### src/rtl/uart_rx_8n1_pkg.sv
// Shared definitions for the 8N1 UART blocks: FSM encodings, default bit
// timing for a 12 MHz hwclk at 9600 baud, and the fixed 8N1 frame shape.
package uart_rx_8n1_pkg;

  // Receiver FSM states, explicit 3-bit encodings.
  typedef enum logic [2:0] {
    ST_IDLE      = 3'd0,
    ST_START     = 3'd1,
    ST_DATA      = 3'd2,
    ST_STOP      = 3'd3,
    ST_WAIT_HIGH = 3'd4
  } rx_state_t;

  // 12_000_000 / 9600 = 1250 hwclk cycles per bit.
  localparam int unsigned DEFAULT_CLKS_PER_BIT = 1250;

  // 8N1 frame: one start bit, eight data bits LSB first, no parity, one stop bit.
  localparam int unsigned DATA_BITS = 8;
  localparam int unsigned STOP_BITS = 1;

endpackage

### src/rtl/uart_rx_8n1_sync_2ff.sv
// Two-flop synchronizer for a single asynchronous input. The reset value is
// a parameter so idle-high lines (UART rx, keypad columns) come out of reset
// without a false edge.
module sync_2ff #(
  parameter logic RESET_VAL = 1'b1
) (
  input  logic clk,
  input  logic rst_n,
  input  logic d,
  output logic q
);

  logic meta;

  // Shift the raw input through two flops to resolve metastability.
  always_ff @(posedge clk or negedge rst_n) begin
    if (!rst_n) begin
      meta <= RESET_VAL;
      q    <= RESET_VAL;
    end else begin
      meta <= d;
      q    <= meta;
    end
  end

endmodule

### src/rtl/uart_rx_8n1.sv
// 8N1 UART receiver. Detects the start edge on the synchronized line,
// re-centres on the start bit after half a bit time, then samples eight data
// bits and the stop bit one full bit time apart. Good bytes are delivered
// with a valid/ack handshake; a low stop bit pulses frame_err and the FSM
// waits for the line to return high before hunting for a new start bit.
module uart_rx_8n1
  import uart_rx_8n1_pkg::*;
#(
  parameter int unsigned CLKS_PER_BIT = DEFAULT_CLKS_PER_BIT  // even, >= 8
) (
  input  logic       hwclk,
  input  logic       rst_n,
  input  logic       rx,
  input  logic       rx_ack,
  output logic [7:0] rxbyte,
  output logic       rx_valid,
  output logic       frame_err,
  output logic       overrun
);

  localparam int unsigned HALF_BIT = CLKS_PER_BIT / 2;
  localparam int unsigned CNT_W    = $clog2(CLKS_PER_BIT);

  localparam logic [CNT_W-1:0] HALF_LAST = CNT_W'(HALF_BIT - 1);
  localparam logic [CNT_W-1:0] BIT_LAST  = CNT_W'(CLKS_PER_BIT - 1);
  localparam logic [2:0]       IDX_LAST  = 3'(DATA_BITS - 1);

  rx_state_t        state_q, state_d;
  logic [CNT_W-1:0] cnt_q;
  logic [2:0]       bit_idx_q;
  logic [7:0]       shift_q;
  logic             rx_s;

  logic half_done, bit_done;
  logic cnt_clr, cnt_inc, idx_clr, shift_en, deliver, bad_stop;
  logic overrun_event;

  sync_2ff #(
    .RESET_VAL(1'b1)
  ) u_sync (
    .clk  (hwclk),
    .rst_n(rst_n),
    .d    (rx),
    .q    (rx_s)
  );

  assign half_done = (cnt_q == HALF_LAST);
  assign bit_done  = (cnt_q == BIT_LAST);

  // State register.
  // NOTE: sequential state uses non-blocking assignments so every flop
  // samples the pre-edge values regardless of block ordering.
  always_ff @(posedge hwclk or negedge rst_n) begin
    if (!rst_n) state_q <= ST_IDLE;
    else        state_q <= state_d;
  end

  // Next-state logic: frame sequencing on rx_s and the counter terminals.
  // NOTE: the default assignment on entry keeps every path assigned, so no
  // latch is inferred for state_d.
  always_comb begin
    state_d = state_q;
    case (state_q)
      ST_IDLE:      if (!rx_s) state_d = ST_START;
      ST_START:     if (half_done) state_d = rx_s ? ST_IDLE : ST_DATA;
      ST_DATA:      if (bit_done && (bit_idx_q == IDX_LAST)) state_d = ST_STOP;
      ST_STOP:      if (bit_done) state_d = rx_s ? ST_IDLE : ST_WAIT_HIGH;
      ST_WAIT_HIGH: if (rx_s) state_d = ST_IDLE;
      default:      state_d = ST_IDLE;
    endcase
  end

  // Output/control decode: counter control, data sampling and stop-bit verdict.
  always_comb begin
    cnt_clr  = 1'b0;
    cnt_inc  = 1'b0;
    idx_clr  = 1'b0;
    shift_en = 1'b0;
    deliver  = 1'b0;
    bad_stop = 1'b0;
    case (state_q)
      ST_IDLE: begin
        cnt_clr = 1'b1;
      end
      ST_START: begin
        if (half_done) begin
          cnt_clr = 1'b1;
          idx_clr = 1'b1;
        end else begin
          cnt_inc = 1'b1;
        end
      end
      ST_DATA: begin
        if (bit_done) begin
          cnt_clr  = 1'b1;
          shift_en = 1'b1;
        end else begin
          cnt_inc = 1'b1;
        end
      end
      ST_STOP: begin
        if (bit_done) begin
          cnt_clr  = 1'b1;
          deliver  = rx_s;
          bad_stop = !rx_s;
        end else begin
          cnt_inc = 1'b1;
        end
      end
      default: begin
        cnt_clr = 1'b1;
      end
    endcase
  end

  // Bit-time counter and data bit index; neither wraps, both clear explicitly.
  always_ff @(posedge hwclk or negedge rst_n) begin
    if (!rst_n) begin
      cnt_q     <= '0;
      bit_idx_q <= '0;
    end else begin
      if (cnt_clr)      cnt_q <= '0;
      else if (cnt_inc) cnt_q <= cnt_q + CNT_W'(1);

      if (idx_clr)                                bit_idx_q <= '0;
      else if (shift_en && bit_idx_q != IDX_LAST) bit_idx_q <= bit_idx_q + 3'd1;
    end
  end

  // Data shift register, LSB first: each sample enters at bit 7.
  // NOTE: no reset here; the register is fully rewritten by eight samples
  // before it is ever copied to rxbyte, so its power-up value is never seen.
  always_ff @(posedge hwclk) begin
    if (shift_en) shift_q <= {rx_s, shift_q[7:1]};
  end

  // A delivery over an unacknowledged byte is an overrun; a same-cycle ack
  // means the consumer took the old byte, so nothing was lost.
  assign overrun_event = deliver && rx_valid && !rx_ack;

  // Consumer-facing outputs: byte hold, valid/ack handshake, error flags.
  always_ff @(posedge hwclk or negedge rst_n) begin
    if (!rst_n) begin
      rxbyte    <= '0;
      rx_valid  <= 1'b0;
      frame_err <= 1'b0;
      overrun   <= 1'b0;
    end else begin
      if (deliver) rxbyte <= shift_q;

      if (deliver)     rx_valid <= 1'b1;
      else if (rx_ack) rx_valid <= 1'b0;

      frame_err <= bad_stop;

      if (overrun_event)           overrun <= 1'b1;
      else if (rx_ack && rx_valid) overrun <= 1'b0;
    end
  end

endmodule
### config.mk
export PLATFORM = sky130hd
export DESIGN_NAME = uart_rx_8n1
export DESIGN_NICKNAME = d
export VERILOG_FILES = /design/src/rtl/uart_rx_8n1_pkg.sv /design/src/rtl/uart_rx_8n1_sync_2ff.sv /design/src/rtl/uart_rx_8n1.sv
export SDC_FILE = /design/constraint.sdc
export NUM_CORES = 1
export LEC_CHECK = 0
export CORE_ASPECT_RATIO = 0.9
export CORE_MARGIN = 2
export CORE_UTILIZATION = 42
export DETAILED_ROUTE_END_ITERATION = 12
export PLACE_DENSITY = 0.72
export SYNTH_ARGS = -nofsm -noshare
export SYNTH_HDL_FRONTEND = slang
export SYNTH_SLANG_ARGS = --single-unit
### constraint.sdc
create_clock -name hwclk -period 7.3 [get_ports hwclk]
set_input_delay 2.19 -clock hwclk [delete_from_list [all_inputs] [get_ports hwclk]]
set_output_delay 2.19 -clock hwclk [all_outputs]
set_load 0.02 [all_outputs]
==> summary.txt <==
status = complete, no violations
main combinational cell family by area after synthesis = simple AND/OR/NAND/NOR gates
Max-cap violations = 0
cell area after placement = 1870 µm²
Hold-fix buffers, CTS = 0
final worst path period share = 0.478
most common cell after layout, fill and taps aside = dfrtp_1
Die W = 70.7 µm
Arr. time, crit path = 1.30 ns
nets = 166
final WL = 2.66 mm
area grow syn2layout = 17.9%
fin cells = 204
mapped cell area = 1680 µm²
complex-gate fraction of the synthesized area = 0.0439
Pwr Density = 202 nW/µm²
hold_sp = u_sync.meta$_DFF_PN1_
postcts setup bufs = 0
Final GP Congestion = 0.840
Worst path top cell family by delay = buffers and inverters
critical path launch point type = register
Final HPWL DP = 1.92 mm
Place WS = 4.13 ns
Clock Skew = 0.00301 ns
diode count = 0
Vias/cell = 5.21
RSZ-0062 raised after global routing = false
DR pass1 iterations = 4
clock latency on the worst-skew pair = 0.29 ns
vias in the first global route = 983
FF-to-FF setup slack = 4.47 ns
final setup TNS = 0 ns
sequential share of the synthesized area = 0.591
Core Area = 3780 µm²
largest net degree at the start of global routing = 31
Synth Warn # = 0
simple-gate area share of the yosys netlist = 0.185
htree depth = 2
commonest non-fill, non-tap cells in the layout = dfrtp_1, nor2_1, clkdlybuf4s50_1
clock transition at the registers of the reported paths = 0.07 ns
DP Cell Count = 196
Finish-stage setup viols = 0
Netlist cell types = 41
XOR/XNOR Fraction of Synth Area = 0.0521
global-route wire length before repair = 4.50 mm
Synth Instances = 139
peak supply drop = 0.126 mV
Power Total = 0.000400 W
syn avg cell area = 12.1 µm²
#FFs+latches synth = 38
Antenna Nets Post-Route = 0
via count = 1,062
I/O Pins = 15
max-slew violation count = 0
GR Util All Layers = 0.128
Post-Syn Nets = 148
Max-slew headroom = 0.182
number of remaining DRC errors = 0
Critical Path RT = 5.11 ns
grt total ovfl = 0
EDFF count, synth = 8
CTS sink count = 38
reg2reg start = cnt_q[3]$_DFFE_PN0P_
ys async rst share = 0.789
initial antenna violation count = 0
1st-iter DRT viols = 33
WS Path Type = register to primary output
# port buffers = 14
HP Class = register to register
Critical Path Source = rx_valid$_DFFE_PN0P_
ys flop type = dfrtp_1
setup slack of the critical path after layout = 3.81 ns
Fin. Hold Viols = 0
post-synthesis mux area share = 0.0655
Post-Layout Inst Area = 1980 µm²
CP max-delay cell = clkdlybuf4s50_1
Tmin final = 3.49 ns
root buf cell = clkbuf_8
Max clock buf depth = 2
maximum clock rate = 0.287 GHz
Slew @ Worst Pin = 1.23 ns
share of cells above drive strength 1 = 0.165
DIE AREA = 4530 µm²
Die H = 64.0 µm
Worst Path Buf+Inv = 1
leakage power = 0.876 nW
Starting Density = 0.444
post-synthesis adder-cell area fraction = 0.0372
CTS tree = done
Avg WL per Cell = 13.0 µm
CP peak stage delay = 0.62 ns
CTS buffer count = 5
Max FO, Critical Path = 4
post-CTS sizing = 0
site row count = 21
CP endpoint kind = primary output
CP Cell Sequence = clkdlybuf4s50_1
-- layout make-up --
| cell class | count | area, µm² |
|---|---|---|
| fillers | 337 | 1800 |
| flip-flops and latches | 38 | 993 |
| multi-input cells | 90 | 644 |
| repair buffers | 15 | 148 |
| clock buffers | 5 | 68.8 |
| well taps | 46 | 57.6 |
| clock inverters | 3 | 45.0 |
| inverters | 7 | 26.3 |
-- metrics by stage --
step	utilization	hold slack, ns
3_3_place_gp	0.494	0.347
3_5_place_dp	0.494	0.348
2_1_floorplan	-	0.345
6_report	0.524	0.357
4_1_cts	0.524	0.359
5_1_grt	0.524	0.360
-- cell usage after synthesis (all sizes together), types with 2 or more instances --
cell type	number	share of area
buf	2	0.0060
inv	7	0.016
xnor2	5	0.026
mux2	8	0.054
dfrtp	28	0.42
or4b	2	0.014
clkbuf	2	0.0045
o21ai	5	0.015
xor2	5	0.026
nand3	4	0.012
a21oi	3	0.011
ha	5	0.037
nor4	2	0.016
nor2	20	0.045
dfstp	2	0.031
nand2b	2	0.0074
mux2i	2	0.012
edfxtp	8	0.14
nand4	3	0.011
nand2	6	0.013
-- routing by layer --
| metal | part of all wire | vias up | global-route usage |
|---|---|---|---|
| met3 | 0.049 | 6 | 0.0552 |
| met4 | 0.017 | 0 | 0.0495 |
| met2 | 0.46 | 22 | 0.189 |
| met1 | 0.48 | 516 | 0.168 |
| met5 | 0 | - | 0 |
| li1 | - | 518 | - |
-- logic make-up after synthesis --
kind of cell               count (synthesis)
muxes                                     10
xor gates and xnor gates                  10
buffers and inverters                     11
and+or+nand+nor                           53
adders and majority gates                  5
AOI/OAI and AO/OA                         12
DFF                                       38
-- power by group --
group / switching (W) / total, W / internal [W]
Clock: 0.0000729 / 0.000174 / 0.000102
Sequential: 0.000000777 / 0.000218 / 0.000217
Combinational: 0.00000445 / 0.00000733 / 0.00000288
Total: 0.0000781 / 0.000400 / 0.000322
-- path summary, 6_finish.rpt --
kind,depth (start not counted),end
min reg2reg,0,u_sync.q$_DFF_PN1_
max,1,rx_valid
min,0,u_sync.q$_DFF_PN1_
min in group asynchronous,2,overrun$_DFFE_PN0P_
max reg2reg,3,shift_q[7]$_DFFE_PP_
max in group asynchronous,2,u_sync.q$_DFF_PN1_
-- state kept, by name (all words and copies together) (netlist names) --
signal and cells:
frame_err 1, state_q 3, shift_q 8, bit_idx_q 3
overrun 1, u_sync.q 1, cnt_q 11, u_sync.meta 1
rxbyte 8, rx_valid 1
(Power assumes the default switching activity.)
